<file path="src/rtl/pimt_pkg.sv">
// rtl/pimt_pkg.sv - shared constants and entry type for the pimt result path
package pimt_pkg;

    localparam int FP64_W = 64;
    localparam logic [FP64_W-1:0] FP64_SCALE_64 = 64'h4050000000000000;
    localparam int FRAME_CNT_W = 16;

    typedef struct packed {
        logic              last;
        logic [FP64_W-1:0] data;
    } pimt_entry_t;

endpackage

</file>
<file path="src/rtl/pimt6_collect_if.sv">
// rtl/pimt6_collect_if.sv - result input and buffered output stream bundle
interface pimt6_collect_if;
    import pimt_pkg::*;

    logic [FP64_W-1:0] in_data;
    logic              in_vld;
    logic [FP64_W-1:0] m_tdata;
    logic              m_tvalid;
    logic              m_tready;
    logic              m_tlast;

    modport master (
        output in_data, in_vld, m_tready,
        input  m_tdata, m_tvalid, m_tlast
    );

    modport slave (
        input  in_data, in_vld, m_tready,
        output m_tdata, m_tvalid, m_tlast
    );
endinterface

</file>
<file path="src/rtl/pimt_fifo.sv">
// rtl/pimt_fifo.sv - synchronous first-word-fall-through FIFO
module pimt_fifo #(
    parameter int WIDTH = 65,
    parameter int DEPTH = 16
) (
    input  logic                     clk,
    input  logic                     rst,
    input  logic                     push,
    input  logic                     pop,
    input  logic [WIDTH-1:0]         din,
    output logic [WIDTH-1:0]         dout,
    output logic [$clog2(DEPTH):0]   count,
    output logic                     full,
    output logic                     empty
);
    localparam int AW = $clog2(DEPTH);
    localparam int CW = AW + 1;

    logic [WIDTH-1:0] mem_q [DEPTH];
    logic [WIDTH-1:0] mem_d [DEPTH];
    logic [AW-1:0]    wr_ptr_q, wr_ptr_d;
    logic [AW-1:0]    rd_ptr_q, rd_ptr_d;
    logic [CW-1:0]    count_q, count_d;
    logic             do_push, do_pop;

    assign empty   = (count_q == '0);
    assign full    = (count_q == CW'(DEPTH));
    assign count   = count_q;
    assign do_pop  = pop && !empty;
    assign do_push = push && (!full || do_pop);
    // Empty FIFO shows zero rather than stale memory contents
    assign dout    = empty ? '0 : mem_q[rd_ptr_q];

    always_comb begin
        mem_d    = mem_q;
        wr_ptr_d = wr_ptr_q;
        rd_ptr_d = rd_ptr_q;
        count_d  = count_q;
        if (do_push) begin
            mem_d[wr_ptr_q] = din;
            wr_ptr_d        = wr_ptr_q + AW'(1);
        end
        if (do_pop) begin
            rd_ptr_d = rd_ptr_q + AW'(1);
        end
        case ({do_push, do_pop})
            2'b10:   count_d = count_q + CW'(1);
            2'b01:   count_d = count_q - CW'(1);
            default: count_d = count_q;
        endcase
    end

    always_ff @(posedge clk) begin
        mem_q <= mem_d;
        if (rst) begin
            wr_ptr_q <= '0;
            rd_ptr_q <= '0;
            count_q  <= '0;
        end else begin
            wr_ptr_q <= wr_ptr_d;
            rd_ptr_q <= rd_ptr_d;
            count_q  <= count_d;
        end
    end
endmodule

</file>
<file path="src/rtl/pimt6_collect.sv">
// rtl/pimt6_collect.sv - buffers pimt6 results into a framed valid/ready stream
module pimt6_collect
    import pimt_pkg::*;
#(
    parameter int DEPTH     = 16,
    parameter int FRAME_LEN = 8
) (
    input  logic                   clk,
    input  logic                   rst,
    pimt6_collect_if.slave         bus,
    input  logic                   clr_ovf,
    output logic [$clog2(DEPTH):0] fill_level,
    output logic                   frame_done,
    output logic                   overflow,
    output logic [15:0]            drop_cnt
);
    localparam logic [FRAME_CNT_W-1:0] LAST_POS = FRAME_CNT_W'(FRAME_LEN - 1);

    pimt_entry_t            wr_entry, rd_entry;
    logic                   fifo_full, fifo_empty;
    logic                   push, pop, drop, at_last;
    logic [FRAME_CNT_W-1:0] frame_pos_q, frame_pos_d;
    logic                   frame_done_q, frame_done_d;
    logic                   overflow_q, overflow_d;
    logic [15:0]            drop_cnt_q, drop_cnt_d;

    // The upstream pipeline cannot stall, so a full FIFO only accepts when it pops
    assign pop     = !fifo_empty && bus.m_tready;
    assign push    = bus.in_vld && (!fifo_full || pop);
    assign drop    = bus.in_vld && fifo_full && !pop;
    assign at_last = (frame_pos_q == LAST_POS);

    assign wr_entry.last = at_last;
    assign wr_entry.data = bus.in_data;

    pimt_fifo #(
        .WIDTH ($bits(pimt_entry_t)),
        .DEPTH (DEPTH)
    ) u_fifo (
        .clk   (clk),
        .rst   (rst),
        .push  (push),
        .pop   (pop),
        .din   (wr_entry),
        .dout  (rd_entry),
        .count (fill_level),
        .full  (fifo_full),
        .empty (fifo_empty)
    );

    assign bus.m_tdata  = rd_entry.data;
    assign bus.m_tlast  = rd_entry.last;
    assign bus.m_tvalid = !fifo_empty;

    always_comb begin
        frame_pos_d  = frame_pos_q;
        frame_done_d = bus.in_vld && at_last;
        overflow_d   = overflow_q;
        drop_cnt_d   = drop_cnt_q;
        if (bus.in_vld) begin
            frame_pos_d = at_last ? '0 : frame_pos_q + FRAME_CNT_W'(1);
        end
        // A drop in the same cycle as a clear overrides the clear
        if (clr_ovf) begin
            overflow_d = 1'b0;
            drop_cnt_d = '0;
        end
        if (drop) begin
            overflow_d = 1'b1;
            if (clr_ovf) begin
                drop_cnt_d = 16'd1;
            end else if (drop_cnt_q != 16'hFFFF) begin
                drop_cnt_d = drop_cnt_q + 16'd1;
            end
        end
    end

    always_ff @(posedge clk) begin
        if (rst) begin
            frame_pos_q  <= '0;
            frame_done_q <= 1'b0;
            overflow_q   <= 1'b0;
            drop_cnt_q   <= '0;
        end else begin
            frame_pos_q  <= frame_pos_d;
            frame_done_q <= frame_done_d;
            overflow_q   <= overflow_d;
            drop_cnt_q   <= drop_cnt_d;
        end
    end

    assign frame_done = frame_done_q;
    assign overflow   = overflow_q;
    assign drop_cnt   = drop_cnt_q;
endmodule
</file>
<file path="src/flat_wrapper.sv">
// flat-port wrapper written by rule: the top's interface ports become plain ports
module pimt6_collect_flat import pimt_pkg::*;
#(
    parameter int DEPTH     = 16,
    parameter int FRAME_LEN = 8
)
  (clk, rst, clr_ovf, fill_level, frame_done, overflow, drop_cnt, bus_in_data, bus_in_vld, bus_m_tready, bus_m_tdata, bus_m_tvalid, bus_m_tlast);
  pimt6_collect_if bus_i ();
  input  logic clk;
  input  logic rst;
  input  logic clr_ovf;
  output logic [$clog2(DEPTH):0] fill_level;
  output logic frame_done;
  output logic overflow;
  output logic [15:0] drop_cnt;
  input wire logic [$bits(bus_i.in_data)-1:0] bus_in_data;
  input wire logic [$bits(bus_i.in_vld)-1:0] bus_in_vld;
  input wire logic [$bits(bus_i.m_tready)-1:0] bus_m_tready;
  output wire logic [$bits(bus_i.m_tdata)-1:0] bus_m_tdata;
  output wire logic [$bits(bus_i.m_tvalid)-1:0] bus_m_tvalid;
  output wire logic [$bits(bus_i.m_tlast)-1:0] bus_m_tlast;
  assign bus_i.in_data = bus_in_data;
  assign bus_i.in_vld = bus_in_vld;
  assign bus_i.m_tready = bus_m_tready;
  assign bus_m_tdata = bus_i.m_tdata;
  assign bus_m_tvalid = bus_i.m_tvalid;
  assign bus_m_tlast = bus_i.m_tlast;
  pimt6_collect #(.DEPTH(DEPTH), .FRAME_LEN(FRAME_LEN)) u_core (.clk(clk), .rst(rst), .bus(bus_i), .clr_ovf(clr_ovf), .fill_level(fill_level), .frame_done(frame_done), .overflow(overflow), .drop_cnt(drop_cnt));
endmodule
</file>
<file path="config.mk">
export PLATFORM = sky130hd
export DESIGN_NAME = pimt6_collect_flat
export DESIGN_NICKNAME = d
export VERILOG_FILES = /design/src/rtl/pimt_pkg.sv /design/src/rtl/pimt6_collect_if.sv /design/src/rtl/pimt_fifo.sv /design/src/rtl/pimt6_collect.sv /design/src/flat_wrapper.sv
export SDC_FILE = /design/constraint.sdc
export NUM_CORES = 1
export LEC_CHECK = 0
export ABC_CLOCK_PERIOD_IN_PS = 8000
export CORE_ASPECT_RATIO = 1.5
export CORE_MARGIN = 2
export CORE_UTILIZATION = 46
export DETAILED_ROUTE_END_ITERATION = 12
export PLACE_DENSITY = 0.66
export SLEW_MARGIN = 20
export SYNTH_ARGS = -nofsm -noshare
export SYNTH_HDL_FRONTEND = slang
export SYNTH_SLANG_ARGS = --single-unit
</file>
<file path="constraint.sdc">
create_clock -name clk -period 8 [get_ports clk]
set_input_delay 1.6 -clock clk [delete_from_list [all_inputs] [get_ports clk]]
set_output_delay 1.6 -clock clk [all_outputs]
set_load 0.05 [all_outputs]
</file>
==> results by group <==
Clock network
  • Worst skew pair latency: 0.69 ns
  • Clock sinks: 1,087
  • CTS tree: done
  • Postcts setup bufs: 0
  • Hold buffers post-CTS: 0
  • PostCTS Resize Cnt: 0
  • Total CTS buffers: 95
  • Root Driver: clkbuf_16
  • Clk pin slew, worst setup/hold paths: approximately 0.06 ns
  • Max clock buf depth: 3
  • Number of H-tree levels: 3

Floorplanning
  • Total core area: 90,000 sq um
  • Rows: 135
  • Starting Density: 0.463
  • Die Ht: about 370 microns
  • Die area: just over 90,000 sq um
  • Die X: between 200 and 250 microns
  • Io pins: 158

STA
  • Clock skew: 0.0295 ns
  • Final setup margin: between 2 and 2.5 ns
  • Worst relative slew slack: 0.296
  • Final setup violation count: 0
  • Final Slew Violations: 0
  • Fmax: 0.176 GHz
  • Tightest Pin Transition: 1.06 ns
  • Unrepaired setup endpoints after global routing: false
  • Final Hold Viols: 0
  • Final worst-path cycle share: 0.709
  • Final critical-path required period: 5.67 ns
  • Setup tns final: 0 ns

Worst setup path
  • WP data arrival: 4.07 ns
  • WP data required: 6.40 ns
  • Crit path max fanout: 61
  • Critical path class: flip-flop to output pin
  • CP endpoint kind: output pin
  • Worst setup SP type: flip-flop

Detailed routing
  • Detailed Route Iter0 Violations: 1,588
  • DRT Pass-1 Iters: 5
  • Final antenna-violating net count: 0
  • Vias/cell: 5.87
  • Final wirelength: 89,800 microns
  • DRC violations left: 0
  • Drt wl/cell: 27.0 microns
  • DR vias: 19,500

Placed design
  • IO Port Bufs: 157
  • Post-DP HPWL: 49,500 microns
  • Placed instance area: roughly 45,000 sq um
  • Routability cong.: ~0.76
  • Dpl ws: 2.96 ns
  • Placed cells: approximately 3,200

Cells and area
  • Layout cells sized above 1: 0.214
  • Area Growth Syn to Fin: 14.6%
  • Fillcell total: 6,865
  • Layout net count: 2,170
  • Commonest non-fill, non-tap cell in the layout: edfxtp_1
  • Most frequent cells in the layout: 1,040 x edfxtp_1, 260 x mux4_2, 157 x clkdlybuf4s50_1
  • Fin area: 47,800 sq um
  • Final std cells w/o fill: 3,323
  • Ant. Diodes: 0

Job
  • Max-Cap Viols: 0

Synth
  • Async SR Flop Fraction: 0
  • Seq cells post-synth: 1,087
  • Register area share after synthesis: 0.771
  • Main synth FF type: edfxtp_1
  • Syn Area/Cell: 22.0 sq um
  • Syn_nets: 1,980
  • Post-Synthesis Cells: 1,900
  • Syn. warnings: 0
  • Unique masters post-synth: between 50 and 60
  • Netlist Area Pre-Place: 41,700 sq um
  • Number of flops mapped to enable cells by yosys: 1,040

Global route
  • Total gr overflow: 0
  • Vias in the first global route: 21,100
  • Initial antenna violation count: 6
  • Met3 Use GR: 0.0310
  • Largest net degree at the start of global routing: 93
  • Global routing's busiest layer: met2
  • M2 GR Usage: 0.356
  • GRT Util Overall: 0.195
  • M1 GR Usage: 0.242
  • Global-route wire length before repair: approximately 140,000 microns

Worst hold path
  • Hold Crit Class: flip-flop to flip-flop

Run status
  • Outcome: completed

Power
  • Leak: 14.2 nW
  • Pwr dens: 298 nW/um^2
  • Worst vdd rail ir drop: about 280 uV
  • Total Power: 0.0143 W
## worst max-delay path, stage by stage, from the launching register on
cell and delay [ns]:
dfxtp_4 0.99, buf_4 0.63, mux4_2 0.31, mux2i_1 0.09, o22ai_1 0.43, clkdlybuf4s50_1 0.90
## stage by stage
step	hold WS, ns	util
5_1_grt	0.526	0.531
4_1_cts	0.491	0.531
3_5_place_dp	0.481	0.498
2_1_floorplan	0.447	-
3_3_place_gp	0.461	0.498
6_report	0.494	0.531
## report_power, final
part / switching (W) / internal [W]
logic: 0.00207 / 0.00129
clock network: 0.00201 / 0.00244
registers: 0.0000905 / 0.00637
## layout make-up
class / instances / area, sq um / area share
Clock buffer: 116 / 2480 / 0.0518
Clock inverter: 50 / 485 / 0.0102
Inverter: 7 / 26.3 / 0.000550
Multi-Input combinational cell: 701 / 9240 / 0.193
Sequential cell: 1087 / 32200 / 0.673
Tap cell: 1164 / 1460 / 0.0305
Timing Repair Buffer: 198 / 1930 / 0.0404
## Yosys cell counts, drive strengths merged (4+ instances only)
| cell type | number | area [sq um] |
|---|---|---|
| dfxtp | 47 | 941 |
| ha | 11 | 138 |
| mux4 | 260 | 5860 |
| o21ai | 6 | 30.0 |
| nand2b | 8 | 50.1 |
| xor2 | 15 | 131 |
| clkbuf | 64 | 240 |
| nand4 | 11 | 68.8 |
| o22ai | 66 | 413 |
| mux2i | 134 | 1340 |
| nand2 | 26 | 97.6 |
| and4 | 5 | 43.8 |
| nand3 | 10 | 50.1 |
| buf | 41 | 173 |
| inv | 7 | 26.3 |
| nor3 | 12 | 60.1 |
| o31ai | 7 | 52.6 |
| nor2 | 42 | 158 |
| a21oi | 19 | 95.1 |
| xnor2 | 7 | 61.3 |
| or4 | 9 | 71.3 |
| edfxtp | 1040 | 31200 |
| and3 | 6 | 37.5 |
| nor4 | 7 | 43.8 |
| a31oi | 4 | 25.0 |
| or3 | 6 | 40.0 |
| o211ai | 5 | 37.5 |
## routing by layer
layer,part of all wire,wire length [microns],vias to the layer above
met5,0.00076,68,-
met4,0.020,1780,10
met3,0.041,3670,123
met2,0.55,49000,498
met1,0.39,35300,10500
li1,-,-,8389
## flip-flops by register name (all words and copies together), names as in the netlist
signal                  flops
u_core.u_fifo.wr_ptr_q      4
u_core.u_fifo.count         5
u_core.drop_cnt            16
u_core.u_fifo.rd_ptr_q      4
u_core.frame_done           1
u_core.u_fifo.mem_q      1040
u_core.frame_pos_q         16
u_core.overflow             1
## worst paths after layout
path,to,startpoint,slack (ns),cells past startpoint
min reg2reg,u_core.frame_pos_q[15],u_core.frame_pos_q[15],0.49,2
max,bus_m_tdata[0],u_core.u_fifo.rd_ptr_q[1],2.33,5
max reg2reg,u_core.u_fifo.count[4],u_core.u_fifo.count[1],4.58,9
min,u_core.frame_pos_q[15],u_core.frame_pos_q[15],0.49,2
## cell families (layout without fill, tap and decap cells)
| family | count (synthesis) | count (layout) | synth area share |
|---|---|---|---|
| flip-flops | 1087 | 1087 | 0.771 |
| AND/OR/NAND/NOR | 153 | 153 | 0.0194 |
| XOR/XNOR | 22 | 22 | 0.00462 |
| adder cells (fa/ha/maj) | 11 | 11 | 0.00330 |
| AO/OA/AOI/OAI | 121 | 121 | 0.0184 |
| multiplexers | 394 | 394 | 0.173 |
| buffers and inverters | 112 | 371 | 0.0105 |
Power figures use the tool's default switching activity.
==> patch: new RTL, same settings <==
`FRAME_CNT_W`: 16 -> 32.
--- a/src/rtl/pimt_pkg.sv
+++ b/src/rtl/pimt_pkg.sv
@@ -3,7 +3,7 @@
 
     localparam int FP64_W = 64;
     localparam logic [FP64_W-1:0] FP64_SCALE_64 = 64'h4050000000000000;
-    localparam int FRAME_CNT_W = 16;
+    localparam int FRAME_CNT_W = 32;
 
     typedef struct packed {
         logic              last;
Behaviour: no difference found for any inputs over 4 cycles, from zero or initial values and one cycle with rst high; that may be too few to reach the edited logic, so the function may still have changed.
==> patch against the unedited design <==
  * Wire length rose by 5.1%
  * Synthesized area increased by 2.1%
  * Worst setup slack worse by 0.037 ns
  * Critical path type unchanged
  * Via count increased by 6.0%
  * Hold slack lost 0.0071 ns
  * Sequential cell count up 16
  * Design area rose by 2.2%
  * Total power increased by 2.1%
  * Highest routed layer unchanged
  * Largest power group unchanged
==> patch: results (changes against the unedited design) <==
.. list-table::
   :header-rows: 1

   * - Metric
     - Value
   * - Worst path max stage delay
     - 0.92 ns (-0.07 ns)
   * - Met1 Track Usage GR
     - 0.259 (+0.0169)
   * - Worst vdd ir
     - 0.000224 V (-20%)
   * - Global-route wire length before repair
     - 139 mm (+2.7%)
   * - Metal-1 WL
     - 37.6 mm (+6.4%)
   * - Via-per-instance ratio
     - 6.00 (+2.2%)
   * - Routing usage on met3
     - 0.0335 (+0.00249)
   * - Number of buffers added by the clock tree synthesis step
     - 99 (+4.2%)
   * - Cell area after placement
     - 45700 um2 (+2.0%)
   * - Placer congestion estimate
     - 0.743 (-1.7%)
   * - Post-cts resize count
     - 0 (unchanged)
   * - Met2 WL post-DR
     - 49.2 mm (+0.46%)
   * - Clock group share of total power
     - 0.319 (+0.007)
   * - Highest net fanout along the worst path
     - 53 (-13%)
   * - Nets
     - 2273 (+4.7%)
   * - Pin count of the biggest net entering global routing
     - 118 (+27%)
   * - Post-synth top area share
     - 0.733 (-0.0153)
   * - Routed length per instance
     - 27.4 um (+1.3%)
   * - Wire length on met3
     - 5.36 mm (+46%)
   * - Biggest area contributors in the synthesized netlist
     - sky130_fd_sc_hd__edfxtp_1, sky130_fd_sc_hd__mux4_2, sky130_fd_sc_hd__mux2i_1
   * - Fraction of final layout cells with drive strength greater than 1
     - 0.206 (-0.00754)
   * - Switching Power
     - 4.23 mW (+1.5%)
   * - Top cells by count, synth
     - sky130_fd_sc_hd__edfxtp_1, sky130_fd_sc_hd__mux4_2, sky130_fd_sc_hd__mux2i_1
   * - Worst clock skew
     - 0.0205 ns (-0.00908 ns)
   * - Post-Syn Nets
     - 2082 (+5.2%)
   * - Fill cell total of the finished layout
     - 6855 (-0.15%)
   * - Initial DRC count
     - 1649 (+3.8%)
   * - Number of antenna violations at the first check in global routing
     - 7 (+1)
   * - Synth Area in XOR/XNOR
     - 0.00370 (-0.000917)
   * - Multiplexer share of the synthesized area
     - 0.169 (-0.00375)
   * - Total power of the final layout
     - 14.6 mW (+2.1%)
   * - Status
     - finished, final reports clean
   * - Sequential fraction of design power
     - 0.450 (-0.003)
   * - Sequential area share after synthesis
     - 0.763 (-0.00820)
   * - Total track usage
     - 0.199 (+0.00388)
   * - Tightest Pin Transition
     - 1.04 ns (-0.0178 ns)
   * - Count of distinct cell types in the synthesized netlist
     - 51 (-1.9%)
   * - Number of global-route vias before repair
     - 21500 (+2.2%)
   * - Share of the synthesized area in compound gates (AO/OA/AOI/OAI)
     - 0.0232 (+0.00474)
   * - DP Wirelength
     - 49.8 mm (+0.48%)
   * - Post-placement setup slack
     - 2.96 ns (+0.00354 ns)
   * - Power Density
     - 298 nW/um2 (-0.17%)
==> patch: changes by cell type in the layout (fill, tap and decap cells not counted), moves of 10 or more <==
cell                      delta
sky130_fd_sc_hd__nor2_1     -10
sky130_fd_sc_hd__o31ai_1    +12
sky130_fd_sc_hd__dfxtp_1    +16
sky130_fd_sc_hd__a21oi_1    +23
sky130_fd_sc_hd__or4_1      +13
==> patch: final timing paths <==
kind	slack, ns	end	cells after the start	startpoint
max	2.29	bus_m_tdata[63]	5	u_core.u_fifo.rd_ptr_q[1]
min	0.49	u_core.overflow	2	u_core.overflow
max reg2reg	4.54	u_core.u_fifo.count[4]	10	u_core.u_fifo.count[1]
min reg2reg	0.49	u_core.overflow	2	u_core.overflow
==> patch: cell type report <==
cell class	count	area share
clock inverters	50	0.00958
repair buffers	201	0.0406
multi-input cells	776	0.199
diodes	1	0.0000512
flip-flops and latches	1103	0.665
clock buffers	130	0.0544
well taps	1173	0.0300
inverters	12	0.000922
